[src/rtl/arb_mux.sv]
`default_nettype none
// ============================================================================
// Module      : arb_mux
// Description : N-channel valid/ready multiplexer with an internal round-robin
//               or fixed-priority arbiter and one registered output stage.
// Revision    : 1.0 - initial release
// ============================================================================
module arb_mux #(
  parameter int NUM_CH  = 4,
  parameter int WIDTH   = 32,
  parameter int RR_MODE = 1
) (
  input  logic                                          clk,
  input  logic                                          rst_n,
  input  logic [NUM_CH-1:0]                             in_valid,
  input  logic [NUM_CH*WIDTH-1:0]                       in_data,
  output logic [NUM_CH-1:0]                             in_ready,
  output logic                                          out_valid,
  output logic [WIDTH-1:0]                              out_data,
  output logic [((NUM_CH > 1) ? $clog2(NUM_CH) : 1)-1:0] out_ch,
  input  logic                                          out_ready
);

  localparam int                c_ch_w = (NUM_CH > 1) ? $clog2(NUM_CH) : 1;
  localparam logic [c_ch_w-1:0] c_last = c_ch_w'(NUM_CH - 1);

  logic [c_ch_w-1:0] r_ptr;
  logic [c_ch_w-1:0] w_base;
  logic [c_ch_w-1:0] w_lo_idx;
  logic [c_ch_w-1:0] w_hi_idx;
  logic [c_ch_w-1:0] w_grant_idx;
  logic              w_lo_any;
  logic              w_hi_any;
  logic              w_any;
  logic              w_load_en;
  logic              w_xfer;
  logic [NUM_CH-1:0] w_grant_oh;
  logic [WIDTH-1:0]  w_sel_data;

  assign w_load_en = !out_valid || out_ready;
  assign w_base    = (RR_MODE != 0) ? r_ptr : '0;

  // Two priority searches: lowest requester at or above the pointer wins,
  // otherwise the search wraps to the lowest requester overall.
  always_comb begin
    w_lo_idx = '0;
    w_lo_any = 1'b0;
    w_hi_idx = '0;
    w_hi_any = 1'b0;
    for (int i = NUM_CH - 1; i >= 0; i--) begin
      if (in_valid[i]) begin
        w_lo_idx = c_ch_w'(i);
        w_lo_any = 1'b1;
        if (c_ch_w'(i) >= w_base) begin
          w_hi_idx = c_ch_w'(i);
          w_hi_any = 1'b1;
        end
      end
    end
  end

  assign w_any       = w_lo_any;
  assign w_grant_idx = w_hi_any ? w_hi_idx : w_lo_idx;
  assign w_xfer      = w_any && w_load_en;

  always_comb begin
    w_grant_oh = '0;
    w_sel_data = '0;
    for (int i = 0; i < NUM_CH; i++) begin
      if (w_any && (w_grant_idx == c_ch_w'(i))) begin
        w_grant_oh[i] = 1'b1;
        w_sel_data    = in_data[i*WIDTH +: WIDTH];
      end
    end
  end

  // Reset gating keeps producers from seeing an accept while held in reset.
  assign in_ready = (rst_n && w_load_en) ? w_grant_oh : '0;

  always_ff @(posedge clk or negedge rst_n) begin
    if (!rst_n) begin
      out_valid <= 1'b0;
      out_data  <= '0;
      out_ch    <= '0;
    end else if (w_load_en) begin
      out_valid <= w_any;
      if (w_any) begin
        out_data <= w_sel_data;
        out_ch   <= w_grant_idx;
      end
    end
  end

  generate
    if ((RR_MODE != 0) && (NUM_CH > 1)) begin : g_rr_ptr
      always_ff @(posedge clk or negedge rst_n) begin
        if (!rst_n) begin
          r_ptr <= '0;
        end else if (w_xfer) begin
          r_ptr <= (w_grant_idx == c_last) ? '0 : w_grant_idx + 1'b1;
        end
      end
    end else begin : g_no_ptr
      assign r_ptr = '0;
    end
  endgenerate

endmodule
`default_nettype wire

[config.mk]
export PLATFORM = sky130hd
export DESIGN_NAME = arb_mux
export DESIGN_NICKNAME = d
export VERILOG_FILES = /design/src/rtl/arb_mux.sv
export SDC_FILE = /design/constraint.sdc
export NUM_CORES = 1
export LEC_CHECK = 0
export CORE_ASPECT_RATIO = 0.8
export CORE_UTILIZATION = 36
export DETAILED_ROUTE_END_ITERATION = 10
export GPL_ROUTABILITY_DRIVEN = 0
export PLACE_DENSITY = 0.8
export SYNTH_ARGS = -nofsm -noshare
export SYNTH_HDL_FRONTEND = slang
export SYNTH_SLANG_ARGS = --single-unit
[constraint.sdc]
create_clock -name clk -period 3.17 [get_ports clk]
set_clock_uncertainty 0.15 [all_clocks]
set_input_delay 0.634 -clock clk [delete_from_list [all_inputs] [get_ports clk]]
set_output_delay 0.634 -clock clk [all_outputs]
set_load 0.02 [all_outputs]
==> results.toml, run 1 <==
[pwr]
p_leak_nw = 1.77
pwr-share-comb_pct = 66.8
pwr-share-seq_pct = 24.5
power.share.switching_pct = 39.6
vdd_drop_max_mv = 0.320
p_int_mw = 2.04
cell_pwr_density_nw_per_um2 = 707
p_sw_mw = 1.34
report.power.total_mw = 3.38
p_clk_share_pct = 8.7

[global_routing]
grt-ovfl-total = 0
antenna_violations_before_repair = 0
grt_first_pass_wirelength_um = 13400
grt_start_max_net_pins = 97
gr-usage-all-layers_pct = 20.6
vias_in_the_first_global_route = 2775

[sta]
timing.setup.tns_ns = 0
max_slew_margin_pct = 58.4
hold_viol = 0
finalWorstPathRequiredPeriod_ns = 3.11
final-max-slew-violation-count = 0
tightest_slew_ns = 0.625
achievable-frequency_mhz = 322
setup_repair_after_global_routing_missed_its_margin = "no"
layout_worst_path_cycle_share_pct = 98.1
setup_viol_count_final = 0

[route]
dr.max_layer_used = "met4"
route.met3.wl_um = 818
dr.first_iter.drc_count = 53
met2_length_um = 4120
drt-pass1-iter-count = 4
routed-via-count = 2947
remaining_drc_errors = 0
detail_route.wl_per_cell_um = 15.9
detail-route-antenna-nets = 0
avgViaCountPerCell = 5.28
met1Wirelength_um = 3880
finalWirelength_um = 8860

[finish]
insertedDiodeCount = 0
num-nets-final = 593
area_growth_syn_to_layout_pct = 66.2
fin_area_um2 = 4780
final.fill_count = 650
drive_gt1_share_pct = 14.6
postLayoutCoreUtil_pct = 63.2

[critical_path]
class_of_the_most_critical_setup_path = "in -> out"
crit_cells = 6
worstReg2RegStart = "r_ptr[1]$_DFFE_PN0P_"
critical_path_arrival_ns = 2.33
crit_path_max_incr_delay_ns = 0.53
reg2reg_depth = 7
critical-path-slowest-cell = "clkdlybuf4s50_1"
crit_path_buffers_inverters = 2
critPathTopFamily = "buffers and inverters"
startpoint_type = "primary input"
crit_fanout = 3
setup.reg_to_reg.worst_slack_ns = 0.54
worst-endpoint-required_ns = 2.39
cp-end-kind = "output pin"
crit-reg2reg-capture = "out_data[18]$_DFFE_PN0P_"
cp_cell_sequence = "clkdlybuf4s50_1 > o22ai_1 > or3_4 > ha_2 > and3_1 > dlygate4sd2_1"

[logic_synthesis]
yosysSeqAreaShare_pct = 32.2
syn_nets = 433
post_synth_inst_count = 294
yosysWarningCount = 0
yosys_register_bits = 37
avgSynthCellArea_um2 = 9.79
list_of_most_frequent_post_synthesis_cells = "a211oi_1, dfrtp_1, nor2b_1, nor3b_1, nand3b_1"
ys_types = 29
netlist.area_leader.share_pct = 32.2
ys_top_cells_by_area = "dfrtp_1, a211oi_1, mux2_2, nor3b_1, nand3b_1"
synthFlopType = "dfrtp_1"
synth_edf_count = 0
netlist_area_um2 = 2880
synth_area_leader_cell = "dfrtp_1"
synth.most_common_cell = "a211oi_1"
synthArstFlopShare_pct = 100

[clocking]
clk_latency_ns = 0.27
tritoncts.num_buffers = 5
cts_hold_buffers = 0
ctsLongestPathBuffers = 2
clk_pin_slew_worst_paths_ns = 0.07
htree_levels = 2
tritoncts = "built"
root_buffer = "clkbuf_8"
clkSinkCount = 37

[floorplan]
die_width_um = 102
total_core_area_um2 = 7570
die_area_um2 = 8360
placementRows = 28
pin_count = 174
start_util_pct = 38.0
floorplan.die.height_um = 82.0

[placement]
port_buffers = 173
dpl.hpwl_um = 6420
placedInstanceArea_um2 = 4690

[worst_hold_path]
hold_path_class = "in -> async"

[run_status]
outcome = "complete, no violations"

[run]
drv.max_cap_violation_count = 0
## area by class of cell
| type | instances | area [um2] | share of cell area, % |
|---|---|---|---|
| clock inverters | 1 | 5.00 | 0.105 |
| repair buffers | 187 | 1830 | 38.2 |
| well taps | 105 | 131 | 2.75 |
| flip-flops and latches | 37 | 926 | 19.4 |
| clock buffers | 5 | 68.8 | 1.44 |
| inverters | 3 | 11.3 | 0.235 |
| multi-input cells | 220 | 1820 | 37.9 |
## per-layer routing
| layer | vias to the layer above | track usage (%) |
|---|---|---|
| met5 | - | 0 |
| met4 | 0 | 4.57 |
| met3 | 4 | 6.72 |
| met2 | 113 | 35.3 |
| met1 | 1402 | 25.2 |
| li1 | 1428 | - |
## sequential cells by signal, summed over array words and instances, names as in the netlist
signal and flops:
out_ch 2, out_data 32, out_valid 1, r_ptr 2
## power groups by stage
stage          registers (mW)  logic, mW  clock network (mW)
6_report                0.829       2.26               0.295
5_1_grt                 0.865       2.44               0.326
4_1_cts                 0.833       2.28               0.310
3_5_place_dp            0.841       2.26                   0
3_3_place_gp            0.825       2.23                   0
2_1_floorplan            1.09       1.14                   0
## worst reg2reg max path, cell delays in order, from the launching register on
cell	delay [ns]
dfrtp_1	0.47
nor3b_1	0.40
or3_4	0.21
ha_2	0.16
buf_4	0.46
a211oi_1	0.16
a211oi_1	0.35
mux2_2	0.21
## through the flow
stage / hold slack (ns) / worst slack, ns / cells
final: 0.0627 / 0.0610 / 558
after floorplan: 0.188 / 0.303 / 294
after detailed placement: 0.343 / -0.437 / 551
after global routing: 0.0575 / 0.00743 / 558
after global placement: 0.339 / -0.329 / 551
after CTS: 0.0586 / 0.0116 / 558
## cell families (layout without fill, tap and decap cells)
| group | after synthesis | count (layout) | synth area share [%] |
|---|---|---|---|
| compound gates | 69 | 69 | 18.2 |
| fa+ha+maj | 4 | 4 | 1.74 |
| buf+inv | 37 | 196 | 5.74 |
| flops | 37 | 37 | 32.2 |
| mux | 37 | 37 | 15.0 |
| simple gates | 110 | 110 | 27.2 |
## worst max path at each step
stage	from	slack [ns]	endpoint
floorplan	in_valid[3]	0.30	in_ready[3]
global placement	in_valid[3]	-0.33	in_ready[3]
detailed placement	in_valid[3]	-0.44	out_data[18]$_DFFE_PN0P_
CTS	in_valid[1]	0.01	in_ready[1]
global route	in_valid[2]	0.007	in_ready[1]
finish	in_valid[2]	0.06	in_ready[1]
## cells in the final DEF (no fill, tap or decap), types with 3 or more instances in the layout
master,synthesis,final
clkdlybuf4s50_1,0,165
a211oi_1,64,64
dfrtp_1,37,37
nor3b_1,33,33
nor2b_1,33,33
nand3b_1,32,32
mux2_2,29,29
buf_4,0,13
mux2_4,5,5
clkbuf_8,0,5
dlygate4sd2_1,0,5
and3_1,4,4
mux2i_1,3,3
inv_1,3,3
ha_2,0,3
## repair_timing
item | 4_1_cts | 5_1_grt
endpoints found under the setup margin | 36 | 35
resized for setup | 8 | 5
setup buffers | 1 | 0
pin swaps | 1 | 0
No activity file was read; power rests on OpenSTA's default activity.
==> run 2: changes to the inputs <==
--- a/config.mk
+++ b/config.mk
@@ -7,6 +7,7 @@
 export LEC_CHECK = 0
 export CORE_ASPECT_RATIO = 0.8
 export CORE_UTILIZATION = 36
+export CTS_CLUSTER_DIAMETER = 200
 export DETAILED_ROUTE_END_ITERATION = 10
 export GPL_ROUTABILITY_DRIVEN = 0
 export PLACE_DENSITY = 0.8
==> results of run 2 <==
No change in the layout: final DEF, timing and power equal those of run 1.
==> run 3: changes to the inputs <==
==> constraint.sdc (replaced) <==
create_clock -name clk -period 3 [get_ports clk]
set_clock_uncertainty 0.15 [all_clocks]
set_input_delay 0.6 -clock clk [delete_from_list [all_inputs] [get_ports clk]]
set_output_delay 0.6 -clock clk [all_outputs]
set_load 0.02 [all_outputs]
==> run 3 against run 2 <==
  * Non-clock buffer count increased by 1
  * Sequential power rose by 7.1%
  * Routed wire length up 3.6%
  * Count of clock-buffer cells in the layout grew 2
  * First-iteration DRC count up 47%
  * Critical endpoint is now in_ready[0]
==> results.toml, run 3 (same netlist as run 1, synthesis figures left out) <==
[critical_path]
reg2reg_depth = 9
crit_path_max_incr_delay_ns = 0.41
critical_path_arrival_ns = 2.18
startpoint_type = "primary input"
class_of_the_most_critical_setup_path = "in -> out"
cp_cell_sequence = "clkdlybuf4s15_1 > nand4b_1 > o31ai_2 > or3_4 > ha_1 > and3_1 > clkdlybuf4s15_2"
worst_setup_path_startpoint = "in_valid[3]"
crit_fanout = 6
setup.worst_path.end = "in_ready[0]"
critical-path-slowest-cell = "or3_4"
worst-endpoint-required_ns = 2.25
crit-reg2reg-capture = "out_data[27]$_DFFE_PN0P_"
cp-end-kind = "output pin"
worstReg2RegStart = "r_ptr[1]$_DFFE_PN0P_"
setup.reg_to_reg.worst_slack_ns = 0.23

[route]
remaining_drc_errors = 0
detail-route-antenna-nets = 0
avgViaCountPerCell = 5.25
dr.first_iter.drc_count = 78
drt-pass1-iter-count = 4
finalWirelength_um = 9180
routed-via-count = 2944
detail_route.wl_per_cell_um = 16.4

[clocking]
tritoncts.num_buffers = 5
clkSinkCount = 37
root_buffer = "clkbuf_8"
clk_pin_slew_worst_paths_ns = 0.07
ctsLongestPathBuffers = 2
clk_latency_ns = 0.27
htree_levels = 2
tritoncts = "built"

[global_routing]
gr-usage-all-layers_pct = 20.6
antenna_violations_before_repair = 0
grt_first_pass_wirelength_um = 13400
grt-ovfl-total = 0
grt_start_max_net_pins = 97
vias_in_the_first_global_route = 2788

[sta]
setup_viol_count_final = 0
max_slew_margin_pct = 59.6
final-max-slew-violation-count = 0
hold_viol = 0
tightest_slew_ns = 0.607
setup_repair_after_global_routing_missed_its_margin = "no"
achievable-frequency_mhz = 341
worst_hold_slack_ns = 0.359
layout_worst_path_cycle_share_pct = 97.6
finalWorstPathRequiredPeriod_ns = 2.93

[finish]
postLayoutCoreUtil_pct = 64.0
final.fill_count = 643
final_common_cell = "clkdlybuf4s50_1"
final-instance-count-excl-fill = 561
register_name_with_the_most_flops = "out_data"
num-nets-final = 594
insertedDiodeCount = 0
largest_registers = "out_data x32, out_ch x2, r_ptr x2"
drive_gt1_share_pct = 16.0
top_library_cells_by_usage_in_the_layout_fill_and_taps_aside = "clkdlybuf4s50_1, a211oi_1, dfrtp_1"
largest_register_ffs = 32
area_growth_syn_to_layout_pct = 68.1
fin_area_um2 = 4840

[run]
drv.max_cap_violation_count = 0

[floorplan]
start_util_pct = 38.0
placementRows = 28
floorplan.die.height_um = 82.0
total_core_area_um2 = 7570
pin_count = 174
die_width_um = 102
die_area_um2 = 8360

[pwr]
vdd_drop_max_mv = 0.299
cell_pwr_density_nw_per_um2 = 758
report.power.total_mw = 3.67
p_leak_nw = 1.79

[placement]
port_buffers = 173
placed_cells = 551
dpl.hpwl_um = 6470
placedInstanceArea_um2 = 4690

[run_status]
outcome = "complete, no violations"

[worst_hold_path]
hold_path_class = "reg -> reg"
## run 3: cell types whose count changed in the layout (fill, tap and decap cells not counted), sizes merged
cell / change
clkdlybuf4s15: +4
dlygate4sd2: -3
clkbuf: +2
clkdlybuf4s50: -1
dlygate4sd3: +1
## run 3: routing by layer
layer  vias to the layer above  track usage (%)  share of wire (%)
met5                         -                0                  0
met4                         0             3.86               0.52
met3                         4             5.87                8.8
met2                       112             36.0                 46
met1                      1399             25.6                 44
li1                       1429                -                  -
## run 3: where the power goes
part           switching [mW]  total, mW  internal, mW
clock                   0.171      0.379         0.208
sequential              0.146      0.888         0.741
combinational            1.14       2.40          1.27
## run 3: cell type report
type / instances / area, um2 / share of cell area, %
Clock buffer: 7 / 96.3 / 1.99
Timing Repair Buffer: 188 / 1840 / 38.1
Sequential cell: 37 / 926 / 19.1
Tap cell: 105 / 131 / 2.71
Clock inverter: 1 / 5.00 / 0.103
Multi-Input combinational cell: 220 / 1830 / 37.7
Inverter: 3 / 11.3 / 0.233
## run 3: worst max-delay path, delay by kind of cell
kind / cells / cell delay [ns]
simple gates: 3 / 0.72
compound gates: 1 / 0.11
fa+ha+maj: 1 / 0.20
buf+inv: 2 / 0.54
## run 3: how the worst min path moves through the flow
stage / from / end / slack (ns) / depth (start not counted)
after global placement: rst_n / out_data[17]$_DFFE_PN0P_ / 0.29 / 1
after floorplan: rst_n / out_ch[0]$_DFFE_PN0P_ / 0.15 / 0
after detailed placement: rst_n / out_data[17]$_DFFE_PN0P_ / 0.29 / 1
after global routing: out_data[26]$_DFFE_PN0P_ / out_data[26]$_DFFE_PN0P_ / 0.38 / 1
after CTS: out_data[5]$_DFFE_PN0P_ / out_data[5]$_DFFE_PN0P_ / 0.36 / 1
final: out_data[28]$_DFFE_PN0P_ / out_data[28]$_DFFE_PN0P_ / 0.36 / 1
## run 3: stage by stage
stage          setup TNS (ns)  setup WS (ns)
3_5_place_dp           -17.10         -0.519
6_report                    0         0.0707
5_1_grt                     0         0.0126
2_1_floorplan               0          0.201
3_3_place_gp           -13.93         -0.432
4_1_cts                     0        0.00239
## run 3: timing repair
item,4_1_cts,5_1_grt
gates resized for setup,18,5
endpoints found under the hold margin,4,0
setup endpoints to repair,36,3
hold buffers,1,0
buffers inserted,1,0
pin swaps,1,1
cloned,0,0
==> edit, RTL diff (settings of run 1) <==
Reset style: synchronous (`rst_n`), changed in 2 clocked blocks.
--- a/src/rtl/arb_mux.sv
+++ b/src/rtl/arb_mux.sv
@@ -78,5 +78,5 @@
   assign in_ready = (rst_n && w_load_en) ? w_grant_oh : '0;
 
-  always_ff @(posedge clk or negedge rst_n) begin
+  always_ff @(posedge clk) begin
     if (!rst_n) begin
       out_valid <= 1'b0;
@@ -94,5 +94,5 @@
   generate
     if ((RR_MODE != 0) && (NUM_CH > 1)) begin : g_rr_ptr
-      always_ff @(posedge clk or negedge rst_n) begin
+      always_ff @(posedge clk) begin
         if (!rst_n) begin
           r_ptr <= '0;
Behaviour: differs if rst_n is asserted again (counterexample within 4 cycles, from zero or initial values and one cycle with rst_n low); with rst_n held inactive, the same outputs for 10 cycles.
==> edit against run 1 <==
- setup slack worse by 24 ps
- critical path depth is 2 higher
- sequential cell count unchanged
- hold slack gained 250 ps
- routed wire length grew 3.5%
- area after synthesis is 10% lower
- final area down 5.8%
Power is not compared: it rests on default switching activity, and its combinational part moved more than twofold at a synthesized area within 25%.
==> edit: results (changes against run 1) <==
| Metric | Value |
|---|---|
| Status | `finished, final reports clean` |
| Top cells by count, synth | `37 x dfxtp_1, 35 x nand2_1, 33 x inv_1, 33 x nand3_1, 33 x nor2_1` |
| Non-Filler Instances | `589 (+5.6%)` |
| Class of the worst hold path | `flop to flop` |
| Place WS | `-398 ps (+39.3 ps)` |
| Relative slew margins | `64.5% (+6.2 points)` |
| Routed vias/inst | `5.44 (+3.0%)` |
| DRT iter0 DRCs | `112 (+110%)` |
| Seq/Total Area, Yosys | `28.7% (-3.4 points)` |
| Post-detail-place hpwl | `6670 um (+3.9%)` |
| Slowest stage delay, CP | `450 ps (-80 ps)` |
| Post-Synth Adder-Cell Area | `1.94% (+0.20 points)` |
| Per-cell routed wire length | `15.6 um (-1.9%)` |
| Crit path DAT | `2350 ps (+20 ps)` |
| Vias in the first global route | `3,062 (+10%)` |
| Global-route wire length before repair | `14,700 um (+9.2%)` |
| Clk buf depth | `2 (unchanged)` |
| Largest net degree at the start of global routing | `65 (-33%)` |
| Yosys cell types | `33 (+14%)` |
| Met3 wire length | `757 um (-7.5%)` |
| Nets | `640 (+7.9%)` |
| Metal2 WL | `4430 um (+7.7%)` |
| Met1 Use GR | `28.8% (+3.7 points)` |
| Grt met2 use | `40.4% (+5.1 points)` |
| M1 wire length | `3810 um (-1.9%)` |
| Synth area leaders | `dfxtp_1 29%, a32o_1 12%, a32oi_1 11%, nand3b_1 9.3%, nand3_1 6.4%` |
| Ys flop type | `dfxtp_1` |
| Sequential power share | `30.8%` |
| GRT Total Usage | `23.7% (+3.1 points)` |
| Share of layout cells above drive strength 1 | `9.36% (-5.2 points)` |
| Avg Cell Area, Syn | `7.60 um^2 (-22%)` |
| GR Util met3 | `7.12% (+0.39 points)` |
| Async SR Flop Fraction | `0% (-100 points)` |
| Synth Net Count | `478 (+10%)` |
| Post-synthesis compound-gate area fraction | `26.7% (+8.5 points)` |
| Filler cells | `615 (-5.4%)` |
| Post-CTS Repair Setup Buffers | `0 (-1)` |
| Dpl cells | `581 (+5.4%)` |
| DP Area | `0.00440 mm^2 (-6.3%)` |
| Mux share of post-synthesis cell area | `0.388% (-15 points)` |
| XOR/XNOR share of the synthesized area | `0% (unchanged)` |
| Crit Path Max Fanout | `4 (+1)` |
| Clk_lat worst skew | `270 ps (about the same)` |
edit: final timing paths:
kind | from | end | slack [ps] | cells after the start
worst max-delay path | in_valid[0] | in_ready[3] | 40 | 8
worst min-delay path | out_data[13]$_SDFFE_PN0P_ | out_data[13]$_SDFFE_PN0P_ | 320 | 1
worst max register to register | r_ptr[1]$_SDFFE_PN0P_ | out_data[31]$_SDFFE_PN0P_ | 510 | 6
worst min register to register | out_data[13]$_SDFFE_PN0P_ | out_data[13]$_SDFFE_PN0P_ | 320 | 1
edit: final cells by class:
type / instances / area (um^2) / share of cell area (%)
Sequential cell: 37 / 741 / 16.4
Clock buffer: 6 / 72.6 / 1.61
Timing Repair Buffer: 193 / 1880 / 41.7
Multi-Input combinational cell: 231 / 1570 / 34.9
Tap cell: 87 / 109 / 2.41
Inverter: 33 / 124 / 2.75
Clock inverter: 2 / 10.0 / 0.222
edit: repair_timing:
action,in CTS,in global routing
resized for setup,16,13
endpoints found under the setup margin,5,19
cloned,0,0
endpoints found under the hold margin,0,0
pin swaps,0,0
